### src/rtl/sys_ctrl_cmd_if.sv
// Byte and strobe bundle linking the command controller to the UART RX/TX and the register file.
// The master side is the controller; the slave side is the surrounding UART/register-file logic.
interface sys_ctrl_cmd_if #(
    parameter int WIDTH      = 8,
    parameter int ADDR_WIDTH = 4
);
    logic [WIDTH-1:0]      RX_P_DATA;
    logic                  RX_D_VLD;
    logic [WIDTH-1:0]      RdData;
    logic                  RdData_Valid;
    logic                  TX_BUSY;
    logic                  WrEn;
    logic                  RdEn;
    logic [ADDR_WIDTH-1:0] Address;
    logic [WIDTH-1:0]      WrData;
    logic [WIDTH-1:0]      TX_P_DATA;
    logic                  TX_D_VLD;
    logic                  CMD_ERR;

    modport master (
        input  RX_P_DATA, RX_D_VLD, RdData, RdData_Valid, TX_BUSY,
        output WrEn, RdEn, Address, WrData, TX_P_DATA, TX_D_VLD, CMD_ERR
    );

    modport slave (
        output RX_P_DATA, RX_D_VLD, RdData, RdData_Valid, TX_BUSY,
        input  WrEn, RdEn, Address, WrData, TX_P_DATA, TX_D_VLD, CMD_ERR
    );
endinterface

### src/rtl/sys_ctrl_cmd.sv
// Command-frame controller: parses UART write/read frames, drives the register file, returns read bytes to UART TX.
// Optional read timeout in RD_WAIT is compiled in when SYS_CTRL_RD_TIMEOUT_EN is defined.
module sys_ctrl_cmd #(
    parameter int               WIDTH      = 8,
    parameter int               ADDR_WIDTH = 4,
    parameter logic [WIDTH-1:0] WR_CMD     = 8'hAA,
    parameter logic [WIDTH-1:0] RD_CMD     = 8'hBB
) (
    input  logic             CLK,
    input  logic             RST,
    sys_ctrl_cmd_if.master   bus
);

    localparam logic [2:0] IDLE    = 3'd0;
    localparam logic [2:0] WR_ADDR = 3'd1;
    localparam logic [2:0] WR_DATA = 3'd2;
    localparam logic [2:0] RD_ADDR = 3'd3;
    localparam logic [2:0] RD_WAIT = 3'd4;
    localparam logic [2:0] TX_WAIT = 3'd5;

    logic [2:0]            r_state;
    logic                  r_wr_en;
    logic                  r_rd_en;
    logic [ADDR_WIDTH-1:0] r_addr;
    logic [WIDTH-1:0]      r_wr_data;
    logic [WIDTH-1:0]      r_tx_hold;
    logic [WIDTH-1:0]      r_tx_data;
    logic                  r_tx_vld;
    logic                  r_cmd_err;

`ifdef SYS_CTRL_RD_TIMEOUT_EN
    localparam logic [2:0] RD_TMO_LAST = 3'd3;
    logic [2:0]            r_tmo_cnt;
`endif

    logic [ADDR_WIDTH-1:0] w_rx_addr;
    logic                  w_rx_addr_bad;

    // Address bytes carry the register index in the low bits; any high bit set is a malformed frame.
    assign w_rx_addr     = bus.RX_P_DATA[ADDR_WIDTH-1:0];
    assign w_rx_addr_bad = |bus.RX_P_DATA[WIDTH-1:ADDR_WIDTH];

    always_ff @(posedge CLK or negedge RST) begin
        // NOTE: every holding register is cleared by reset, so an aborted frame leaves no stale address or data.
        if (!RST) begin
            r_state   <= IDLE;
            r_wr_en   <= 1'b0;
            r_rd_en   <= 1'b0;
            r_addr    <= '0;
            r_wr_data <= '0;
            r_tx_hold <= '0;
            r_tx_data <= '0;
            r_tx_vld  <= 1'b0;
            r_cmd_err <= 1'b0;
`ifdef SYS_CTRL_RD_TIMEOUT_EN
            r_tmo_cnt <= '0;
`endif
        end else begin
            // NOTE: strobes default low here with non-blocking assignments; the case arms below win when they pulse.
            r_wr_en   <= 1'b0;
            r_rd_en   <= 1'b0;
            r_tx_vld  <= 1'b0;
            r_cmd_err <= 1'b0;

            case (r_state)
                IDLE: begin
                    if (bus.RX_D_VLD) begin
                        if (bus.RX_P_DATA == WR_CMD) begin
                            r_state <= WR_ADDR;
                        end else if (bus.RX_P_DATA == RD_CMD) begin
                            r_state <= RD_ADDR;
                        end else begin
                            r_cmd_err <= 1'b1;
                        end
                    end
                end

                WR_ADDR, RD_ADDR: begin
                    if (bus.RX_D_VLD) begin
                        r_addr <= w_rx_addr;
                        if (w_rx_addr_bad) begin
                            r_cmd_err <= 1'b1;
                            r_state   <= IDLE;
                        end else if (r_state == WR_ADDR) begin
                            r_state <= WR_DATA;
                        end else begin
                            r_rd_en <= 1'b1;
                            r_state <= RD_WAIT;
`ifdef SYS_CTRL_RD_TIMEOUT_EN
                            r_tmo_cnt <= '0;
`endif
                        end
                    end
                end

                WR_DATA: begin
                    if (bus.RX_D_VLD) begin
                        r_wr_data <= bus.RX_P_DATA;
                        r_wr_en   <= 1'b1;
                        r_state   <= IDLE;
                    end
                end

                RD_WAIT: begin
                    // A byte arriving while a read is in flight is dropped and flagged.
                    if (bus.RX_D_VLD) begin
                        r_cmd_err <= 1'b1;
                    end
`ifdef SYS_CTRL_RD_TIMEOUT_EN
                    if (bus.RdData_Valid) begin
                        r_tx_hold <= bus.RdData;
                        r_state   <= TX_WAIT;
                    end else if (r_tmo_cnt == RD_TMO_LAST) begin
                        r_tx_hold <= {WIDTH{1'b1}};
                        r_cmd_err <= 1'b1;
                        r_state   <= TX_WAIT;
                    end else begin
                        r_tmo_cnt <= r_tmo_cnt + 3'd1;
                    end
`else
                    if (bus.RdData_Valid) begin
                        r_tx_hold <= bus.RdData;
                        r_state   <= TX_WAIT;
                    end
`endif
                end

                TX_WAIT: begin
                    if (bus.RX_D_VLD) begin
                        r_cmd_err <= 1'b1;
                    end
                    if (!bus.TX_BUSY) begin
                        r_tx_data <= r_tx_hold;
                        r_tx_vld  <= 1'b1;
                        r_state   <= IDLE;
                    end
                end

                default: r_state <= IDLE;
            endcase
        end
    end

    assign bus.WrEn      = r_wr_en;
    assign bus.RdEn      = r_rd_en;
    assign bus.Address   = r_addr;
    assign bus.WrData    = r_wr_data;
    assign bus.TX_P_DATA = r_tx_data;
    assign bus.TX_D_VLD  = r_tx_vld;
    assign bus.CMD_ERR   = r_cmd_err;

endmodule
### src/flat_wrapper.sv
// flat-port wrapper written by rule: the top's interface ports become plain ports
module sys_ctrl_cmd_flat 
#(
    parameter int               WIDTH      = 8,
    parameter int               ADDR_WIDTH = 4,
    parameter logic [WIDTH-1:0] WR_CMD     = 8'hAA,
    parameter logic [WIDTH-1:0] RD_CMD     = 8'hBB
)
  (CLK, RST, bus_RX_P_DATA, bus_RX_D_VLD, bus_RdData, bus_RdData_Valid, bus_TX_BUSY, bus_WrEn, bus_RdEn, bus_Address, bus_WrData, bus_TX_P_DATA, bus_TX_D_VLD, bus_CMD_ERR);
  sys_ctrl_cmd_if #(.WIDTH(WIDTH), .ADDR_WIDTH(ADDR_WIDTH)) bus_i ();
  input  logic CLK;
  input  logic RST;
  input wire logic [$bits(bus_i.RX_P_DATA)-1:0] bus_RX_P_DATA;
  input wire logic [$bits(bus_i.RX_D_VLD)-1:0] bus_RX_D_VLD;
  input wire logic [$bits(bus_i.RdData)-1:0] bus_RdData;
  input wire logic [$bits(bus_i.RdData_Valid)-1:0] bus_RdData_Valid;
  input wire logic [$bits(bus_i.TX_BUSY)-1:0] bus_TX_BUSY;
  output wire logic [$bits(bus_i.WrEn)-1:0] bus_WrEn;
  output wire logic [$bits(bus_i.RdEn)-1:0] bus_RdEn;
  output wire logic [$bits(bus_i.Address)-1:0] bus_Address;
  output wire logic [$bits(bus_i.WrData)-1:0] bus_WrData;
  output wire logic [$bits(bus_i.TX_P_DATA)-1:0] bus_TX_P_DATA;
  output wire logic [$bits(bus_i.TX_D_VLD)-1:0] bus_TX_D_VLD;
  output wire logic [$bits(bus_i.CMD_ERR)-1:0] bus_CMD_ERR;
  assign bus_i.RX_P_DATA = bus_RX_P_DATA;
  assign bus_i.RX_D_VLD = bus_RX_D_VLD;
  assign bus_i.RdData = bus_RdData;
  assign bus_i.RdData_Valid = bus_RdData_Valid;
  assign bus_i.TX_BUSY = bus_TX_BUSY;
  assign bus_WrEn = bus_i.WrEn;
  assign bus_RdEn = bus_i.RdEn;
  assign bus_Address = bus_i.Address;
  assign bus_WrData = bus_i.WrData;
  assign bus_TX_P_DATA = bus_i.TX_P_DATA;
  assign bus_TX_D_VLD = bus_i.TX_D_VLD;
  assign bus_CMD_ERR = bus_i.CMD_ERR;
  sys_ctrl_cmd #(.WIDTH(WIDTH), .ADDR_WIDTH(ADDR_WIDTH), .WR_CMD(WR_CMD), .RD_CMD(RD_CMD)) u_core (.CLK(CLK), .RST(RST), .bus(bus_i));
endmodule
### config.mk
export PLATFORM = sky130hd
export DESIGN_NAME = sys_ctrl_cmd_flat
export DESIGN_NICKNAME = d
export VERILOG_FILES = /design/src/rtl/sys_ctrl_cmd_if.sv /design/src/rtl/sys_ctrl_cmd.sv /design/src/flat_wrapper.sv
export SDC_FILE = /design/constraint.sdc
export NUM_CORES = 1
export LEC_CHECK = 0
export BUFFER_PORTS_ARGS = -buffer_cell sky130_fd_sc_hd__buf_2
export CAP_MARGIN = 20
export CORE_MARGIN = 2
export CORE_UTILIZATION = 53
export DETAILED_ROUTE_END_ITERATION = 16
export GPL_TIMING_DRIVEN = 0
export MAX_ROUTING_LAYER = met4
export PLACE_DENSITY = 0.87
export SLEW_MARGIN = 0
export SYNTH_ARGS = -nofsm -noshare
export SYNTH_HDL_FRONTEND = slang
export SYNTH_SLANG_ARGS = --single-unit
### constraint.sdc
create_clock -name CLK -period 2.8 [get_ports CLK]
set_input_delay 0.42 -clock CLK [delete_from_list [all_inputs] [get_ports CLK]]
set_output_delay 0.42 -clock CLK [all_outputs]
set_load 0.02 [all_outputs]
==> key figures, run 1 <==
Run status
  – Status: completed

Worst hold path
  – Tightest Hold Check Type: input pin to async pin

Synthesis
  – Most common cell in the netlist: dfrtp_1
  – Synth Area in Compound Gates: 0.0578
  – Ys flop type: dfrtp_1
  – Largest family of logic cells by synthesized area: multiplexers
  – Top cell type by total area after synthesis: dfrtp_1
  – Netlist cell types: 29
  – Mapped cell area: 0.00143 sq mm
  – Post-synth top area share: 0.613
  – Yosys warns: 0
  – Commonest cells post-synth: dfrtp_1, mux2_2, nand2_1
  – Flops & latches, synth: 35
  – Syn_nets: 119
  – Average size of a mapped cell: 14.6 sq um
  – Adder-cell share of the synthesized area: 0
  – Synth async-reset ratio: 1.00
  – Mapped Cells: 98
  – EDFF count, synth: 0
  – Seq/Total Area, Yosys: 0.613
  – Mux cell area share after synthesis: 0.221
  – Synth Area in Simple Gates: 0.0806
  – Synth top area cells: dfrtp_1, mux2_2, nand2b_1
  – XOR/XNOR Fraction of Synth Area: 0.00613

STA
  – Final Cycle Share: 0.590
  – Crit path time final: 1650 ps
  – RSZ-0062 raised after global routing: false
  – Hold Vio Cnt, Final: 0
  – Max Freq: 605 MHz
  – Slew Viols, Final: 0
  – Setup TNS Final: 0 ps
  – Setup Viol. Count Final: 0
  – Clock Skew: 7.38 ps
  – Slew margin rel.: 0.518
  – Worst slew pin tran: 723 ps

GRT
  – Initial antenna violation count: 0
  – Vias in the first global route: 970
  – Largest net degree at the start of global routing: 36
  – GR Util All Layers: 0.183
  – Gr ovfl total: 0
  – Global-route wire length before repair: 4220 um

CTS
  – CTS tree: built
  – CTS root buf: clkbuf_4
  – Post-CTS Setup Repair Bufs: 0
  – Clock Pin Slew Worst Setup and Hold Paths: 100 ps
  – Clk sink count: 35
  – Cts hold-fix bufs: 0
  – Buffer depth of the longest clock path: 2
  – Worst-skew pair later-pin latency: 330 ps
  – H-tree depth: 2
  – CTS Buf Count: 5
  – Post-cts sizing count: 0

Die
  – Area of the core: 0.00252 sq mm
  – Io pins: 45
  – Die height: 55.9 um
  – Width of the die: 55.9 um
  – Initial Util: 0.566
  – Site row count: 18
  – Die area: 0.00313 sq mm

Placed design
  – GPL Wtd Cong: 0.789
  – Buffers on Ports: 44
  – Placed insts: 172
  – Detailed placement HPWL: 1980 um

Power
  – Worst vdd ir: 0.000766 V
  – Cell Pwr Density: 879 mW/mm^2
  – Static leakage: 0.876 nW

Setup path
  – Worst R2R Setup Slack: 1150 ps
  – Setup crit start kind: flop
  – CP arrival: 1870 ps
  – Crit Path Class: flop to flop
  – Kind of end point of the critical path: flop
  – R2r startpoint: u_core.r_state[2]
  – Worst reg-to-reg path cell count: 5
  – Start point of the critical path: u_core.r_state[2]
  – Crit path required time: 3010 ps
  – Reg-to-Reg End: u_core.bus.WrData[5]
  – Max Fanout on Critical Path: 9
  – Endpoint of the most critical setup path: u_core.bus.WrData[5]

Cells and area
  – Area growth syn-to-layout: 21.8%
  – Fill cell count: 191
  – Layout cells sized above 1: 0.600
  – # diodes: 0
  – Fin util: 0.690
  – Post-Layout Cell Count: 180
  – Layout Nets: 170

Run
  – Max_cap viols: 0

Detailed routing
  – Total routed wirelength: 2590 um
  – Via density: 5.45
  – Avg WL per Cell: 14.4 um
  – 1st-iter DRT viols: 11
  – First-pass DRT Iterations: 4
  – Residual DRC: 0
  – Detailed-route via count: 981
  – Routed Antenna Nets: 0
## worst min-delay path by stage
stage                             from                      end
2_1_floorplan                      RST    u_core.bus.Address[0]
3_3_place_gp       u_core.r_tx_hold[3]  u_core.bus.TX_P_DATA[3]
3_5_place_dp   u_core.bus.TX_P_DATA[5]  u_core.bus.TX_P_DATA[5]
4_1_cts                            RST    u_core.bus.Address[3]
5_1_grt                            RST     u_core.bus.WrData[6]
6_report                           RST          u_core.bus.RdEn
## layout make-up
type                            count  area, sq um  area share
Sequential cell                    35          876       0.503
Tap cell                           30         37.5      0.0216
Timing Repair Buffer               44          220       0.127
Multi-Input combinational cell     58          522       0.300
Clock inverter                      2         12.5     0.00719
Inverter                            1         3.75     0.00216
Clock buffer                        6         41.3      0.0237
Buffer                              4         27.5      0.0158
## through the flow
step,hold slack [ps],total power [mW],cell area (sq um),worst slack [ps]
3_3_place_gp,483,1.26,1690,1100
3_5_place_dp,491,1.29,1690,998
6_report,137,1.53,1740,1150
2_1_floorplan,124,1.10,1430,1260
4_1_cts,159,1.54,1740,1140
5_1_grt,186,1.62,1740,1040
## routing by layer
metal / global-route usage / wire [um]
met1: 0.197 / 1010
met2: 0.315 / 1400
met3: 0.0535 / 142
met4: 0.0816 / 37
met5: - / 0
## placed cells by master (no fill, tap or decap)
master and count:
clkbuf_4 5, buf_6 1, a31o_2 1, o21ai_0 1
or4_4 1, inv_1 1, mux2_2 28, nor3b_1 1
nor3_1 3, nor2_2 2, o21a_1 1, nand2_1 4
a22o_1 1, dfrtp_1 35, or3_2 1, nand2b_1 3
buf_2 45, o22ai_1 1, nand4b_1 1, clkinvlp_4 1
o2bb2ai_1 1, buf_4 1, o221a_2 1, a2111oi_1 1
nor2_1 1, or2b_2 1, o31ai_1 1, clkbuf_1 2
or2_2 1, clkinv_2 1, xor2_1 1, o31a_1 1
## cell families (layout without fill, tap and decap cells)
logic type | count (synthesis) | after routing
DFF | 35 | 35
xor gates and xnor gates | 1 | 1
and+or+nand+nor | 19 | 19
AOI/OAI and AO/OA | 10 | 10
buffers and inverters | 5 | 57
muxes | 28 | 28
## critical path, cell delays in order (launching register included)
cell      delay [ps]
dfrtp_1          390
buf_4            160
nand2b_1         180
nor3b_1          200
buf_2            260
mux2_2           360
## report_power, final
part | internal, mW | leakage [nW] | switching (mW)
combinational | 0.256 | 0.397 | 0.303
clock | 0.0968 | 0.0282 | 0.158
sequential | 0.647 | 0.451 | 0.0692
## sequential cells by signal, summed over array words and instances (netlist names)
register,cells
u_core.bus.TX_P_DATA,8
u_core.r_state,3
u_core.bus.RdEn,1
u_core.bus.WrEn,1
u_core.bus.Address,4
u_core.bus.CMD_ERR,1
u_core.r_tx_hold,8
u_core.bus.WrData,8
u_core.bus.TX_D_VLD,1
No activity file was read; power rests on OpenSTA's default activity.
==> inputs of run 2 (changes only) <==
--- a/config.mk
+++ b/config.mk
@@ -8,11 +8,11 @@
 export BUFFER_PORTS_ARGS = -buffer_cell sky130_fd_sc_hd__buf_2
 export CAP_MARGIN = 20
 export CORE_MARGIN = 2
-export CORE_UTILIZATION = 53
+export CORE_UTILIZATION = 49
 export DETAILED_ROUTE_END_ITERATION = 16
 export GPL_TIMING_DRIVEN = 0
 export MAX_ROUTING_LAYER = met4
-export PLACE_DENSITY = 0.87
+export PLACE_DENSITY = 0.82
 export SLEW_MARGIN = 0
 export SYNTH_ARGS = -nofsm -noshare
 export SYNTH_HDL_FRONTEND = slang
==> constraint.sdc (replaced) <==
create_clock -name CLK -period 1.7 [get_ports CLK]
set_input_delay 0.255 -clock CLK [delete_from_list [all_inputs] [get_ports CLK]]
set_output_delay 0.255 -clock CLK [all_outputs]
set_load 0.02 [all_outputs]
==> key figures, run 2 (synthesized netlist as in run 1, its figures left out) <==
Detailed routing
  – Via density: 5.40 (-1.0%)
  – 1st-iter DRT viols: 6 (-5)
  – First-pass DRT Iterations: 4 (unchanged)
  – Detailed-route via count: 982 (+0.10%)
  – Avg WL per Cell: 15.0 um (+4.3%)
  – Residual DRC: 0 (unchanged)
  – Total routed wirelength: 2730 um (+5.4%)
  – Routed Antenna Nets: 0 (unchanged)

Die
  – Die area: 0.00336 sq mm (+7.6%)
  – Io pins: 45 (unchanged)
  – Die height: 58 um (+3.7%)
  – Width of the die: 58 um (+3.7%)
  – Initial Util: 0.518 (-0.0483)
  – Site row count: 19 (+1)
  – Area of the core: 0.00276 sq mm (+9.3%)

Power
  – Cell Pwr Density: 1480 mW/mm^2 (+68%)
  – Static leakage: 0.891 nW (+1.7%)
  – Worst vdd ir: 0.00108 V (+41%)

GRT
  – Initial antenna violation count: 0 (unchanged)
  – Largest net degree at the start of global routing: 36 (unchanged)
  – GR Util All Layers: 0.178 (-0.00485)
  – Vias in the first global route: 982 (+1.2%)
  – Global-route wire length before repair: 4280 um (+1.6%)
  – Gr ovfl total: 0 (unchanged)

CTS
  – H-tree depth: 2 (unchanged)
  – CTS root buf: clkbuf_4
  – Buffer depth of the longest clock path: 2 (unchanged)
  – Worst-skew pair later-pin latency: 340 ps (about the same)
  – Post-CTS Setup Repair Bufs: 0 (unchanged)
  – CTS tree: built
  – Clk sink count: 35 (unchanged)
  – Clock Pin Slew Worst Setup and Hold Paths: 100 ps (about the same)
  – CTS Buf Count: 5 (unchanged)

STA
  – Min Hold Slack: 141 ps (+4.64 ps)
  – Slew Viols, Final: 0 (unchanged)
  – Max Freq: 616 MHz (+1.7%)
  – Final Cycle Share: 0.955 (+0.365)
  – Hold Vio Cnt, Final: 0 (unchanged)
  – Clock Skew: 11.3 ps (+3.91 ps)
  – Setup TNS Final: 0 ps (unchanged)
  – Slew margin rel.: 0.499 (-0.0188)
  – Crit path time final: 1620 ps (-28.3 ps)
  – RSZ-0062 raised after global routing: false
  – Setup Viol. Count Final: 0 (unchanged)
  – Worst slew pin tran: 751 ps (+28.2 ps)

Placed design
  – GPL Wtd Cong: 0.814 (+3.2%)
  – Detailed placement HPWL: 2020 um (+2.4%)
  – Buffers on Ports: 44 (unchanged)

Setup path
  – Crit Path Class: flop to flop
  – CP arrival: 1850 ps (-20 ps)
  – Crit path required time: 1930 ps (-1080 ps)
  – Max Fanout on Critical Path: 9 (unchanged)
  – Kind of end point of the critical path: flop
  – Setup crit start kind: flop

Run status
  – Status: completed

Cells and area
  – Area growth syn-to-layout: 23.6%
  – Layout Nets: 171 (+0.59%)
  – Layout cells sized above 1: 0.596 (-0.00397)
  – Commonest non-fill, non-tap cell in the layout: buf_2
  – Most frequent cells in the layout: buf_2, dfrtp_1, mux2_2, clkbuf_4, nand2_1
  – # diodes: 0 (unchanged)
  – Fill cell count: 221 (+16%)

Run
  – Max_cap viols: 0 (unchanged)

Worst hold path
  – Tightest Hold Check Type: input pin to flop
-- run 2: changes by cell type in the layout (fill, tap and decap cells not counted), sizes merged --
cell,change
clkbuf,+2
clkinv,-1
clkinvlp,-1
dlygate4sd3,+1
-- run 2: where the power goes --
group / switching [mW] / internal, mW / total (mW)
Sequential: 0.115 / 1.07 / 1.18
Combinational: 0.501 / 0.422 / 0.923
Clock: 0.269 / 0.243 / 0.512
Total: 0.885 / 1.73 / 2.62
-- run 2: through the flow --
stage          setup WS, ps  cell area (sq um)   util  std cells  power (mW)
2_1_floorplan           211               1430      -         98        1.82
4_1_cts                81.5               1770  0.641        182        2.64
5_1_grt                9.37               1770  0.641        182        2.74
3_5_place_dp           97.1               1690  0.612        173        2.13
3_3_place_gp            129               1690  0.612        173        2.07
6_report               76.2               1770  0.641        182        2.62
-- run 2: final timing paths --
check / from / endpoint / slack [ps] / cells after the start
max reg2reg: u_core.r_state[2] / u_core.bus.WrData[1] / 80 / 5
min in group asynchronous: RST / u_core.r_state[1] / 510 / 2
min: bus_RdData[1] / u_core.r_tx_hold[1] / 140 / 2
min reg2reg: u_core.r_tx_hold[4] / u_core.bus.TX_P_DATA[4] / 510 / 1
max: u_core.r_state[2] / u_core.bus.WrData[1] / 80 / 5
max in group asynchronous: RST / u_core.bus.WrData[1] / 710 / 2
-- run 2: what timing repair did --
action,CTS,global route
hold buffers,1,0
endpoints found under the hold margin,35,0
setup endpoints to repair,0,0
gates resized for setup,0,0
-- run 2: layout make-up --
| cell class | count | area (sq um) | area share |
|---|---|---|---|
| timing repair buffer | 45 | 230 | 0.130 |
| buffer | 4 | 27.5 | 0.0156 |
| clock buffer | 8 | 68.8 | 0.0390 |
| inverter | 1 | 3.75 | 0.00212 |
| multi-input combinational | 58 | 522 | 0.295 |
| tap | 31 | 38.8 | 0.0220 |
| sequential | 35 | 876 | 0.496 |
-- run 2: per-layer routing --
layer	global-route usage	vias to the layer above	share of wire
met5	-	-	0
met4	0.0897	0	0.022
met3	0.0469	6	0.041
met2	0.307	24	0.56
met1	0.188	490	0.38
li1	-	462	-
-- run 2: critical path, stage by stage, from the launching register on --
cell and delay [ps]:
dfrtp_1 370, buf_4 160, nand2b_1 170, nor3b_1 200, buf_2 260, mux2_2 360
==> inputs of run 3 (changes only) <==
--- a/config.mk
+++ b/config.mk
@@ -13,6 +13,7 @@
 export GPL_TIMING_DRIVEN = 0
 export MAX_ROUTING_LAYER = met4
 export PLACE_DENSITY = 0.82
+export RECOVER_POWER = 100
 export SLEW_MARGIN = 0
 export SYNTH_ARGS = -nofsm -noshare
 export SYNTH_HDL_FRONTEND = slang
==> key figures, run 3 (synthesized netlist as in run 1, its figures left out) <==
GRT
  – Routing usage on met2: 0.307 (unchanged)
  – GRT Max-Usage Layer: met2
  – Gr ovfl total: 0 (unchanged)
  – Largest net degree at the start of global routing: 36 (unchanged)
  – Vias in the first global route: 982 (unchanged)
  – Initial antenna violation count: 0 (unchanged)
  – GR Util All Layers: 0.178 (unchanged)
  – Met3 usage: 0.0469 (unchanged)
  – Grt met1 use: 0.188 (unchanged)
  – Global-route wire length before repair: 4280 um (unchanged)

STA
  – Hold Vio Cnt, Final: 0 (unchanged)
  – Worst slew pin tran: 837 ps (+86.1 ps)
  – RSZ-0062 raised after global routing: false
  – Crit path time final: 1630 ps (+2.14 ps)
  – Setup Viol. Count Final: 0 (unchanged)
  – Clock Skew: 11.6 ps (+0.351 ps)
  – Slew Viols, Final: 0 (unchanged)
  – Setup TNS Final: 0 ps (unchanged)
  – Slew margin rel.: 0.442 (-0.0574)
  – Max Freq: 615 MHz (-0.13%)
  – Final Cycle Share: 0.956 (+0.00126)

Cells and area
  – Area growth syn-to-layout: 21.0%
  – Commonest non-fill, non-tap cell in the layout: dfrtp_1
  – # diodes: 0 (unchanged)
  – Most frequent cells in the layout: dfrtp_1, mux2_2, clkbuf_1, buf_2, clkbuf_4
  – Layout Nets: 171 (unchanged)
  – Layout cells sized above 1: 0.437 (-0.159)
  – Multi-input gate area: 520 sq um (-0.24%)
  – Post-Layout Cell Count: 182 (unchanged)
  – Fin util: 0.627 (-0.0136)
  – Flip-flop and latch area: 876 sq um (unchanged)
  – Fill cell count: 229 (+3.6%)

Placed design
  – Detailed placement HPWL: 2020 um (unchanged)
  – Buffers on Ports: 44 (unchanged)
  – Placed insts: 173 (unchanged)
  – GPL Wtd Cong: 0.814 (unchanged)

CTS
  – Clock Pin Slew Worst Setup and Hold Paths: 110 ps (about the same)
  – CTS Buf Count: 5 (unchanged)
  – CTS root buf: clkbuf_4
  – Cts hold-fix bufs: 1 (unchanged)
  – Clk sink count: 35 (unchanged)
  – Buffer depth of the longest clock path: 2 (unchanged)
  – CTS tree: built
  – Worst-skew pair later-pin latency: 340 ps (about the same)
  – H-tree depth: 2 (unchanged)
  – Post-CTS Setup Repair Bufs: 0 (unchanged)
  – Post-cts sizing count: 0 (unchanged)

Power
  – Sequential power share: 0.463 (+0.012)
  – P_sw: 0.891 mW (+0.68%)
  – Sw Ratio: 0.348 (+0.00989)
  – Static leakage: 0.803 nW (-9.9%)
  – Clock power frac: 0.200 (+0.004)
  – Cell Pwr Density: 1480 mW/mm^2 (about the same)
  – Gate power share: 0.337 (-0.016)
  – Worst vdd ir: 0.00111 V (+3.0%)
  – Internal power: 1.67 mW (-3.6%)

Die
  – Area of the core: 0.00276 sq mm (unchanged)
  – Width of the die: 58 um (unchanged)
  – Site row count: 19 (unchanged)
  – Io pins: 45 (unchanged)
  – Die area: 0.00336 sq mm (unchanged)
  – Initial Util: 0.518 (unchanged)
  – Die height: 58 um (unchanged)

Detailed routing
  – Total routed wirelength: 2760 um (+1.4%)
  – Avg WL per Cell: 15.2 um (+1.4%)
  – 1st-iter DRT viols: 11 (+5)
  – Residual DRC: 0 (unchanged)
  – Routed Antenna Nets: 0 (unchanged)
  – Via density: 5.37 (-0.41%)
  – Detailed-route via count: 978 (-0.41%)
  – First-pass DRT Iterations: 4 (unchanged)

Setup path
  – Kind of end point of the critical path: flop
  – Crit path largest cell delay: 390 ps (+20 ps)
  – Setup crit start kind: flop
  – Max Fanout on Critical Path: 10 (+1)
  – Crit Path Class: flop to flop
  – CP cell instances: clkbuf_2, nand2b_1, nor2_2, mux2_2
  – Crit path required time: 1930 ps (about the same)
  – CP arrival: 1850 ps (about the same)
  – Slowest cell on crit path: mux2_2

Run
  – Max_cap viols: 0 (unchanged)

Worst hold path
  – Tightest Hold Check Type: input pin to flop

Run status
  – Status: completed
-- run 3: cell count changes in the layout (fill, tap and decap cells not counted), sizes merged --
cell / previous run / this run
buf: 47 / 21
clkbuf: 9 / 35
-- run 3: per-stage QoR --
| stage | hold slack [ps] | power [mW] | cell area, sq um | setup WS [ps] |
|---|---|---|---|---|
| detailed placement | 361 | 2.13 | 1690 | 97.1 |
| CTS | 125 | 2.64 | 1770 | 81.5 |
| global route | 143 | 2.67 | 1730 | 10.5 |
| finish | 141 | 2.56 | 1730 | 74.0 |
| global placement | 344 | 2.07 | 1690 | 129 |
| floorplan | -40.6 | 1.82 | 1430 | 211 |
-- run 3: layer usage --
layer,up-vias,part of all wire
li1,460,-
met1,490,0.39
met2,22,0.55
met3,6,0.042
met4,0,0.022
met5,-,0
-- run 3: worst paths after layout --
kind                                      from                      end  slack, ps  cells after the start
hold reg to reg            u_core.r_tx_hold[4]  u_core.bus.TX_P_DATA[4]        510                      1
min in group asynchronous                  RST        u_core.r_state[1]        540                      2
hold / removal                   bus_RdData[1]      u_core.r_tx_hold[1]        140                      2
setup reg to reg             u_core.r_state[0]      u_core.r_tx_hold[2]         70                      4
setup / recovery             u_core.r_state[0]      u_core.r_tx_hold[2]         70                      4
max in group asynchronous                  RST     u_core.bus.WrData[1]        630                      2
-- run 3: worst max-delay path, delay by kind of cell, from the launching register on --
kind          cells  cell delay, ps
simple gates      2             570
flops             1             370
buf+inv           1             180
mux               1             390
-- run 3: layout make-up --
cell class | instances | share of cell area
clock buffer | 8 | 0.0398
sequential | 35 | 0.507
timing repair buffer | 45 | 0.116
inverter | 1 | 0.00217
buffer | 4 | 0.0123
tap | 31 | 0.0224
multi-input combinational | 58 | 0.301
-- run 3: power groups by stage --
stage                     Combinational, mW  Clock [mW]  Sequential [mW]
after floorplan                       0.422           0             1.39
after global placement                0.889           0             1.18
after detailed placement              0.924           0             1.20
after CTS                             0.935       0.528             1.18
after global routing                  0.925       0.542             1.21
final                                 0.862       0.513             1.18
